--- config.mk ---
export PLATFORM = sky130hd
export DESIGN_NAME = opsum_glb_writer
export DESIGN_NICKNAME = d
export VERILOG_FILES = /design/src/rtl/opsum_wb_pkg.sv /design/src/rtl/rr_lane_picker.sv /design/src/rtl/opsum_glb_writer.sv
export SDC_FILE = /design/constraint.sdc
export NUM_CORES = 2
export LEC_CHECK = 0
export CAP_MARGIN = 20
export CORE_UTILIZATION = 25
export CTS_CLUSTER_DIAMETER = 50
export DETAILED_ROUTE_END_ITERATION = 6
export GPL_ROUTABILITY_DRIVEN = 1
export PLACE_DENSITY = 0.5
export SYNTH_ARGS = -nofsm -noshare
export SYNTH_HDL_FRONTEND = slang
export SYNTH_HIERARCHICAL = 1
export SYNTH_SLANG_ARGS = --single-unit
--- constraint.sdc ---
create_clock -name clk -period 11.11 [get_ports clk]
set_input_delay 1.6665 -clock clk [delete_from_list [all_inputs] [get_ports clk]]
set_output_delay 1.6665 -clock clk [all_outputs]
set_load 0.01 [all_outputs]
--- src/rtl/opsum_wb_pkg.sv ---
// rtl/opsum_wb_pkg.sv - shared constants, lane index type and FSM states for the opsum GLB writer
package opsum_wb_pkg;

    localparam int NUM_LANES  = 32;
    localparam int LANE_W     = 16;
    localparam int GLB_DW     = 2 * LANE_W;
    localparam int LANE_IDX_W = $clog2(NUM_LANES);

    typedef logic [LANE_IDX_W-1:0] lane_idx_t;

    typedef enum logic [2:0] {
        IDLE,
        ARB,
        POP_HI,
        WRITE,
        DONE
    } wb_state_e;

    function automatic lane_idx_t next_lane(input lane_idx_t l);
        return (int'(l) == NUM_LANES - 1) ? '0 : l + lane_idx_t'(1);
    endfunction

endpackage

--- src/rtl/rr_lane_picker.sv ---
// rtl/rr_lane_picker.sv - first eligible lane at or after rr_ptr, wrapping modulo NUM_LANES
module rr_lane_picker
    import opsum_wb_pkg::*;
(
    input  lane_idx_t            rr_ptr,
    input  logic [NUM_LANES-1:0] eligible,
    output logic                 found,
    output lane_idx_t            idx
);

    int cand;

    always_comb begin
        found = 1'b0;
        idx   = rr_ptr;
        cand  = 0;
        for (int i = 0; i < NUM_LANES; i++) begin
            cand = (int'(rr_ptr) + i) % NUM_LANES;
            if (!found && eligible[lane_idx_t'(cand)]) begin
                found = 1'b1;
                idx   = lane_idx_t'(cand);
            end
        end
    end

endmodule

--- src/rtl/opsum_glb_writer.sv ---
// rtl/opsum_glb_writer.sv - drains the opsum FIFO bank in lane pairs into 32-bit GLB writes
module opsum_glb_writer
    import opsum_wb_pkg::*;
#(
    parameter int NUM_LANES = 32,
    parameter int LANE_W    = 16,
    parameter int GLB_DW    = 32,
    parameter int GLB_AW    = 32
) (
    input  logic                        clk,
    input  logic                        rst,
    input  logic                        start,
    input  logic [GLB_AW-1:0]           base_addr,
    input  logic [GLB_AW-1:0]           lane_stride,
    input  logic [15:0]                 words_per_lane,
    input  logic [NUM_LANES-1:0]        opsum_fifo_empty,
    input  logic [NUM_LANES-1:0][31:0]  pop_opsum_data,
    output logic [NUM_LANES-1:0]        pop_opsum_en,
    output logic [NUM_LANES-1:0]        pop_opsum_mod,
    output logic                        glb_we,
    output logic [GLB_AW-1:0]           glb_addr,
    output logic [GLB_DW-1:0]           glb_wdata,
    input  logic                        glb_ready,
    output logic                        busy,
    output logic                        done
);

    wb_state_e              state;
    wb_state_e              state_n;
    lane_idx_t              rr_ptr;
    lane_idx_t              lane_q;
    lane_idx_t              pick_idx;
    logic                   pick_found;
    logic [GLB_AW-1:0]      base_q;
    logic [GLB_AW-1:0]      stride_q;
    logic [GLB_AW-1:0]      addr_calc;
    logic [15:0]            wpl_q;
    logic [15:0]            wcnt [NUM_LANES];
    logic [LANE_W-1:0]      lo_q;
    logic [NUM_LANES-1:0]   eligible;
    logic                   all_done;
    logic [NUM_LANES-1:0]   unused_hi;

    // Only the low LANE_W bits of each pop word carry an opsum.
    for (genvar g = 0; g < NUM_LANES; g++) begin : g_unused
        assign unused_hi[g] = ^pop_opsum_data[g][31:LANE_W];
    end

    assign pop_opsum_mod = '0;

    always_comb begin
        eligible = '0;
        all_done = 1'b1;
        for (int l = 0; l < NUM_LANES; l++) begin
            eligible[l] = !opsum_fifo_empty[l] && (wcnt[l] < wpl_q);
            if (wcnt[l] != wpl_q) begin
                all_done = 1'b0;
            end
        end
    end

    rr_lane_picker u_picker (
        .rr_ptr   (rr_ptr),
        .eligible (eligible),
        .found    (pick_found),
        .idx      (pick_idx)
    );

    // Lane product wraps at GLB_AW bits, as does the final sum.
    assign addr_calc = base_q + GLB_AW'(lane_q) * stride_q + GLB_AW'({wcnt[lane_q], 2'b00});

    always_comb begin
        state_n      = state;
        pop_opsum_en = '0;
        case (state)
            IDLE: begin
                if (start) begin
                    state_n = ARB;
                end
            end
            ARB: begin
                if (all_done) begin
                    state_n = DONE;
                end else if (pick_found) begin
                    pop_opsum_en[pick_idx] = 1'b1;
                    state_n                = POP_HI;
                end
            end
            POP_HI: begin
                if (!opsum_fifo_empty[lane_q]) begin
                    pop_opsum_en[lane_q] = 1'b1;
                    state_n              = WRITE;
                end
            end
            WRITE: begin
                if (glb_ready) begin
                    state_n = ARB;
                end
            end
            DONE: begin
                state_n = IDLE;
            end
            default: begin
                state_n = IDLE;
            end
        endcase
        // A pop in the reset cycle would lose data the bank believes delivered.
        if (rst) begin
            pop_opsum_en = '0;
        end
    end

    always_ff @(posedge clk) begin
        if (rst) begin
            state     <= IDLE;
            rr_ptr    <= '0;
            lane_q    <= '0;
            base_q    <= '0;
            stride_q  <= '0;
            wpl_q     <= '0;
            lo_q      <= '0;
            glb_we    <= 1'b0;
            glb_addr  <= '0;
            glb_wdata <= '0;
            busy      <= 1'b0;
            done      <= 1'b0;
            for (int l = 0; l < NUM_LANES; l++) begin
                wcnt[l] <= '0;
            end
        end else begin
            state <= state_n;
            busy  <= (state_n != IDLE);
            done  <= (state_n == DONE);
            case (state)
                IDLE: begin
                    if (start) begin
                        base_q   <= base_addr;
                        stride_q <= lane_stride;
                        wpl_q    <= words_per_lane;
                        rr_ptr   <= '0;
                        for (int l = 0; l < NUM_LANES; l++) begin
                            wcnt[l] <= '0;
                        end
                    end
                end
                ARB: begin
                    if (!all_done && pick_found) begin
                        lane_q <= pick_idx;
                        lo_q   <= pop_opsum_data[pick_idx][LANE_W-1:0];
                    end
                end
                POP_HI: begin
                    if (!opsum_fifo_empty[lane_q]) begin
                        glb_wdata <= GLB_DW'({pop_opsum_data[lane_q][LANE_W-1:0], lo_q});
                        glb_addr  <= addr_calc;
                        glb_we    <= 1'b1;
                    end
                end
                WRITE: begin
                    if (glb_ready) begin
                        glb_we       <= 1'b0;
                        wcnt[lane_q] <= wcnt[lane_q] + 16'd1;
                        rr_ptr       <= next_lane(lane_q);
                    end
                end
                default: begin
                end
            endcase
        end
    end

endmodule

### After elaboration in Yosys (flattened, before gate mapping)

Memory sizes are Yosys's and may differ from the RTL's. A register that Yosys moved wholly into a read port is not among the register bits.
Index checks and enable logic that the tools add are counted.

* flip-flop bits (word level): 176
* RAM bits: 512
* input port bits: 1140
* memories kept: 1

* add/sub/neg operators: 35
* multiply operators: 1
* magnitude comparators: 68
* equal/unequal tests: 40
* multiplexer cells: 234
* bitwise gates (word level): 33
* reduce and logical (&&, ||, !) cells: 140

Memories
* wcnt: words 32, bits a word 16, rd ports 33, clocked after memory_dff 1, write ports 32, line opsum_glb_writer.sv:38 `logic [15:0] wcnt [NUM_LANES];`

Operator list (count)
* $mux 16: 35
* $lt 16x16->1: 32
* $ne 16x16->1: 32
* $bmux 32 s5: 2
* $lt 5x6->1 const B: 34
* $mux 5: 37
* $bmux 1 s5: 33
* $mux 32: 4
* $mux 1: 112
* $add 5x5->5 const B: 16
* $logic_and 1x1->1: 66
* $logic_not 1->1: 64
* $pmux 32 s2: 1
* $add 5x4->5 const B: 8
* $add 32x18->32: 1
* $add 32x32->32: 1
* $mul 5x32->32: 1
* $or 1x1->1: 32
* $add 5x3->5 const B: 4
* $add 16x1->16 const B: 1
* $reduce_or 16->1: 1
* $mux 3: 5
* $pmux 3 s4: 1
* $add 5x1->5 const B: 2
* other kinds (16): 26

### Longest topological paths before layout

An unclocked memory read counts as a cell.

* word-level depth: 107
* gate-level depth with buffers: 33

### By module

The synthesis kept the hierarchy.

Modules (own cells, without submodules)
* opsum_glb_writer: times used 1, cells an instance 4723, area an instance 53963.0 um2
* rr_lane_picker: times used 1, cells an instance 766, area an instance 6877.8 um2

### Worst setup path after synthesis

No wires, ideal clock.

* path kind: reg2out
* start point: register wpl_q[5]
* end point: output port pop_opsum_en[4]
* arrival time: 7457 ps
* data required time: 9444 ps
* setup slack: 1986 ps
* cell stages (with the launch flop): 29
* buffers on the path: 3
* path through: dfxtp_1 -> inv_1 -> ha_1 -> a21o_1 -> a21o_1 -> a21oi_1 -> o21ai_0 -> a21oi_1 -> o21a_1 -> nor2_1 -> a2111oi_0 -> mux2i_1 -> mux4_2 -> mux4_2 -> nand2_2 -> nor3b_2 -> and4_1 -> and3_1 -> clkbuf_1 -> a22o_1 -> o22a_1 -> a2111oi_0 -> o211ai_1 -> nand2_1 -> clkbuf_1 -> nor3b_1 -> clkbuf_1 -> nand2_1 -> o22ai_1

* longest elaborated chain between the ends: 106

Ends and longest elaborated chain
* from (decl): line opsum_glb_writer.sv:37 `logic [15:0] wpl_q;`
* from (signal assigned): line opsum_glb_writer.sv:139 `wpl_q <= words_per_lane;`
* $lt 16x16->1 *: line opsum_glb_writer.sv:55 `eligible[l] = !opsum_fifo_empty[l] && (wcnt[l] < wpl_q);`
* $logic_and 1x1->1 *: line opsum_glb_writer.sv:55
* named net eligible[16]: line opsum_glb_writer.sv:40 `logic [NUM_LANES-1:0] eligible;`
* $bmux 1 s5: line rr_lane_picker.sv:19 `if (!found && eligible[lane_idx_t'(cand)]) begin`
* $mux 1 (implied by the code): line rr_lane_picker.sv:19
* $mux 1: line rr_lane_picker.sv:19
* $logic_not 1->1: line rr_lane_picker.sv:19
* $logic_and 1x1->1: line rr_lane_picker.sv:19
* [... 91 more ...]
* named net pick_idx[2]: line opsum_glb_writer.sv:32 `lane_idx_t pick_idx;`
* $lt 5x6->1 (implied by the code) / $ge 5x1->1 (equally long branches): line opsum_glb_writer.sv:85 `pop_opsum_en[pick_idx] = 1'b1;`
* $logic_and 1x1->1 (implied by the code): line opsum_glb_writer.sv:85
* $mux 1 (implied by the code): line opsum_glb_writer.sv:85
* $demux 1 s5 *: line opsum_glb_writer.sv:85
* $mux 32 *: line opsum_glb_writer.sv:84 `end else if (pick_found) begin`
* $mux 32 *: line opsum_glb_writer.sv:82 `if (all_done) begin`
* $pmux 32 s2 *: line opsum_glb_writer.sv:75 `case (state)`
* $mux 32 *: line opsum_glb_writer.sv:108 `if (rst) begin`
* to (decl): line opsum_glb_writer.sv:18 `output logic [NUM_LANES-1:0] pop_opsum_en,`

The timed path passes the listed nets; every way through them passes the cells marked *. The select of a mux whose other input is x is not followed.

### Worst setup path after layout

* start point: register wpl_q[15]
* end point: output port pop_opsum_en[7]

Same word-level chain as after synthesis.

==> out/metrics.yaml <==
power_and_ir_drop:
  power_density_nw_per_um2: 159
  p_leak_nw: 28.5
  power_frac_comb: 0.441
  p_seq_frac: 0.263
  ir_drop_mv: 0.126
  total_power_mw: 12.2
  switching_power_mw: 4.90
  swShare: 0.401
  internal-power_mw: 7.31
  pwr-share-clk: 0.296
logic_synthesis:
  synth_top_area_cell: "edfxtp_1"
  synth_async_sr_flop_share: 0
  synthSimpleGateAreaFrac: 0.136
  yosys.area_share.adder: 0.161
  syn-instance-count: 5489
  yosys-mux-area-fraction: 0.223
  synth_compound_area_frac: 0.111
  avgSynthCellArea_um2: 11.1
  ys_top_cells_by_area: "edfxtp_1, mux4_2, ha_1"
  synth_edf_count: 512
  ys_types: 105
  ys_seq_area_frac: 0.312
  ys_warn_count: 6
  synth_top_family_by_area: "multiplexers"
  synth_flop_cell: "edfxtp_1"
  synth_seq_cells: 693
  syn_area_um2: 60800
  synth_top_area_share: 0.253
  synth_xor_area_frac: 0.0133
worst_setup_path:
  crit_type: "flip-flop to output port"
  critPathMostFrequentCell: "buf_4"
  start_kind: "flip-flop"
  critPathMaxStageDelay_ns: 0.58
  cp_top_family: "buffers and inverters"
  arrival_ns: 9.13
  critPathBufInv: 9
  worstPathMaxFanout: 10
  crit_path_top_delay_cell: "clkinvlp_4"
  worst_ep_required_time_ns: 9.44
  end_kind: "output port"
outcome:
  status: "finished with violations"
  violations: "DRC"
timing:
  tns_ns: 0
  worstMarginPinSlew_ns: 1.16
  rsz0062_at_grt: "false"
  fin_skew_ns: 0.0486
  holdWs_ns: 0.458
  final_max_slew_viol_count: 0
  max_clock_freq_mhz: 92.6
  finalCritPeriodShare: 0.972
  finalSetupViolCount: 0
  hold_violations: 0
  fin_crit_ns: 10.80
  relSlewSlack: 0.223
route:
  drc: 1
  routed_wirelength_um: 313000
  avgViaCountPerCell: 5.63
  ant_nets: 0
  routedWlPerCell_um: 32.7
  dr_total_vias: 53800
  first_pass_iters: 7
  dr.first_iter.drc_count: 6157
layout:
  final_net_count: 8097
  num-fill-cells: 24600
  layout-drive-gt1-share: 0.184
  syn_to_final_growth_pct: 26.2
global_routing:
  gr-total-overflow: 0
  grt_pass1_wl_um: 425000
  grt_pass1_vias: 53100
  grt_usage: 0.248
  antenna_found_initial: 71
  grt_max_degree: 111
die:
  die_w_um: 495
  io_pins: 1271
  start_util: 0.252
  die_y_um: 495
  core_area_um2: 241000
  fp-row-count: 180
  die-area_um2: 245000
placement:
  io_buffers: 726
  gp_congestion: 1.02
  post-dp-hpwl_um: 250000
clocking:
  ctsHoldBuffers: 0
  h-tree-depth: 3
  tritoncts: "done"
  clock-sinks: 693
  insertion_delay_ns: 0.79
  path_clk_slew_ns: 0.05
  cts_buffers: 110
  cts_root_buffer: "clkbuf_16"
  cts.path.max_buffers: 3
hold_path:
  hp-class: "flip-flop to flip-flop"
flow_run:
  drv_cap: 0
[layout make-up]
type / count / area, um^2 / area share
Clock buffer: 127 / 2880 / 0.0375
Sequential cell: 693 / 19000 / 0.248
Multi-Input combinational cell: 4267 / 39700 / 0.517
Timing Repair Buffer: 998 / 9560 / 0.124
Clock inverter: 79 / 888 / 0.0116
Tap cell: 3185 / 3990 / 0.0519
Inverter: 181 / 694 / 0.00904
Antenna cell: 35 / 87.6 / 0.00114
[layer usage]
metal	track usage	routed length (um)	share of wire	vias up
li1	-	-	-	22600
met1	0.326	128000	0.41	27700
met2	0.379	139000	0.44	2956
met3	0.0632	30600	0.098	558
met4	0.116	15600	0.050	24
met5	0	148	0.00047	-
[timing repair]
| action | in CTS | in global routing |
|---|---|---|
| buffers inserted | 0 | 1 |
| setup endpoints to repair | 0 | 32 |
| resized for setup | 0 | 18 |
[sequential cells by signal, summed over array words and instances (netlist names), named ones only]
register	count
busy	1
glb_wdata	32
stride_q	32
wpl_q	16
lane_q	5
glb_we	1
lo_q	16
base_q	32
rr_ptr	5
done	1
state	3
wcnt	512
glb_addr	32
[worst register-to-register path: cells and delay by family (launching register included)]
kind | cells | cell delay (ns)
buffers and inverters | 10 | 3.23
AOI/OAI and AO/OA | 14 | 3.11
muxes | 4 | 1.84
and+or+nand+nor | 5 | 0.83
DFF | 1 | 0.30
adders and majority gates | 1 | 0.30
[cells by family after synthesis]
logic type / count (synthesis)
and+or+nand+nor: 1757
xor gates and xnor gates: 82
buffers and inverters: 560
other: 1
DFF: 693
adders and majority gates: 706
muxes: 709
AOI/OAI and AO/OA: 981
[power groups by stage]
stage	sequential [mW]	clock (mW)	combinational (mW)
6_report	3.21	3.62	5.38
5_1_grt	3.22	3.75	5.61
4_1_cts	3.20	3.66	5.29
3_3_place_gp	3.25	0	5.25
2_1_floorplan	3.13	0	3.01
3_5_place_dp	3.25	0	5.27
[cell usage in the layout (no fill, tap or decap), types with 20 or more instances in the layout]
cell type	instances
a211oi_1	26
a21o_1	92
a21oi_1	234
a221oi_1	73
a22o_1	67
a311oi_1	34
and2_1	74
and3_1	22
buf_12	20
buf_4	251
clkbuf_16	111
clkdlybuf4s50_1	725
clkinvlp_4	21
conb_1	32
dfxtp_1	168
diode_2	35
edfxtp_1	512
fa_1	129
ha_1	576
inv_1	168
mux2_2	44
mux2i_1	157
mux4_2	486
nand2_1	486
nand2b_1	52
nand3_1	52
nand4_1	129
nor2_1	629
nor2_2	64
nor2b_1	85
nor3_1	32
nor4_1	48
o211ai_1	28
o21a_1	118
o21ai_0	134
o22ai_1	37
xnor2_1	46
[worst paths after layout]
kind / startpoint / end / slack [ns] / cells past startpoint
max: wpl_q[15]$_SDFFE_PP0P_ / pop_opsum_en[7] / 0.31 / 29
min: wpl_q[9]$_SDFFE_PP0P_ / wpl_q[9]$_SDFFE_PP0P_ / 0.46 / 2
max reg2reg: wpl_q[2]$_SDFFE_PP0P_ / lo_q[7]$_SDFFE_PP0P_ / 1.34 / 34
min reg2reg: wpl_q[9]$_SDFFE_PP0P_ / wpl_q[9]$_SDFFE_PP0P_ / 0.46 / 2
[Yosys cell counts, types with 76 or more instances]
master,count
mux2i_1,157
nor2_1,637
ha_1,577
fa_1,129
o21a_1,118
o21ai_0,135
and2_1,76
mux4_2,486
nand4_1,129
nand2_1,487
a21oi_1,235
dfxtp_1,181
clkbuf_1,191
inv_1,175
nor2b_1,85
a21o_1,92
edfxtp_1,512
[metrics by stage]
step	std cells	setup WS [ns]	area (um^2)	utilization
2_1_floorplan	5520	1.99	61000	-
3_3_place_gp	9321	0.522	72900	0.302
3_5_place_dp	9323	0.764	72900	0.302
4_1_cts	9529	0.0799	76600	0.318
5_1_grt	9546	0.0141	76700	0.318
6_report	9565	0.312	76800	0.318
Power figures use the tool's default switching activity.
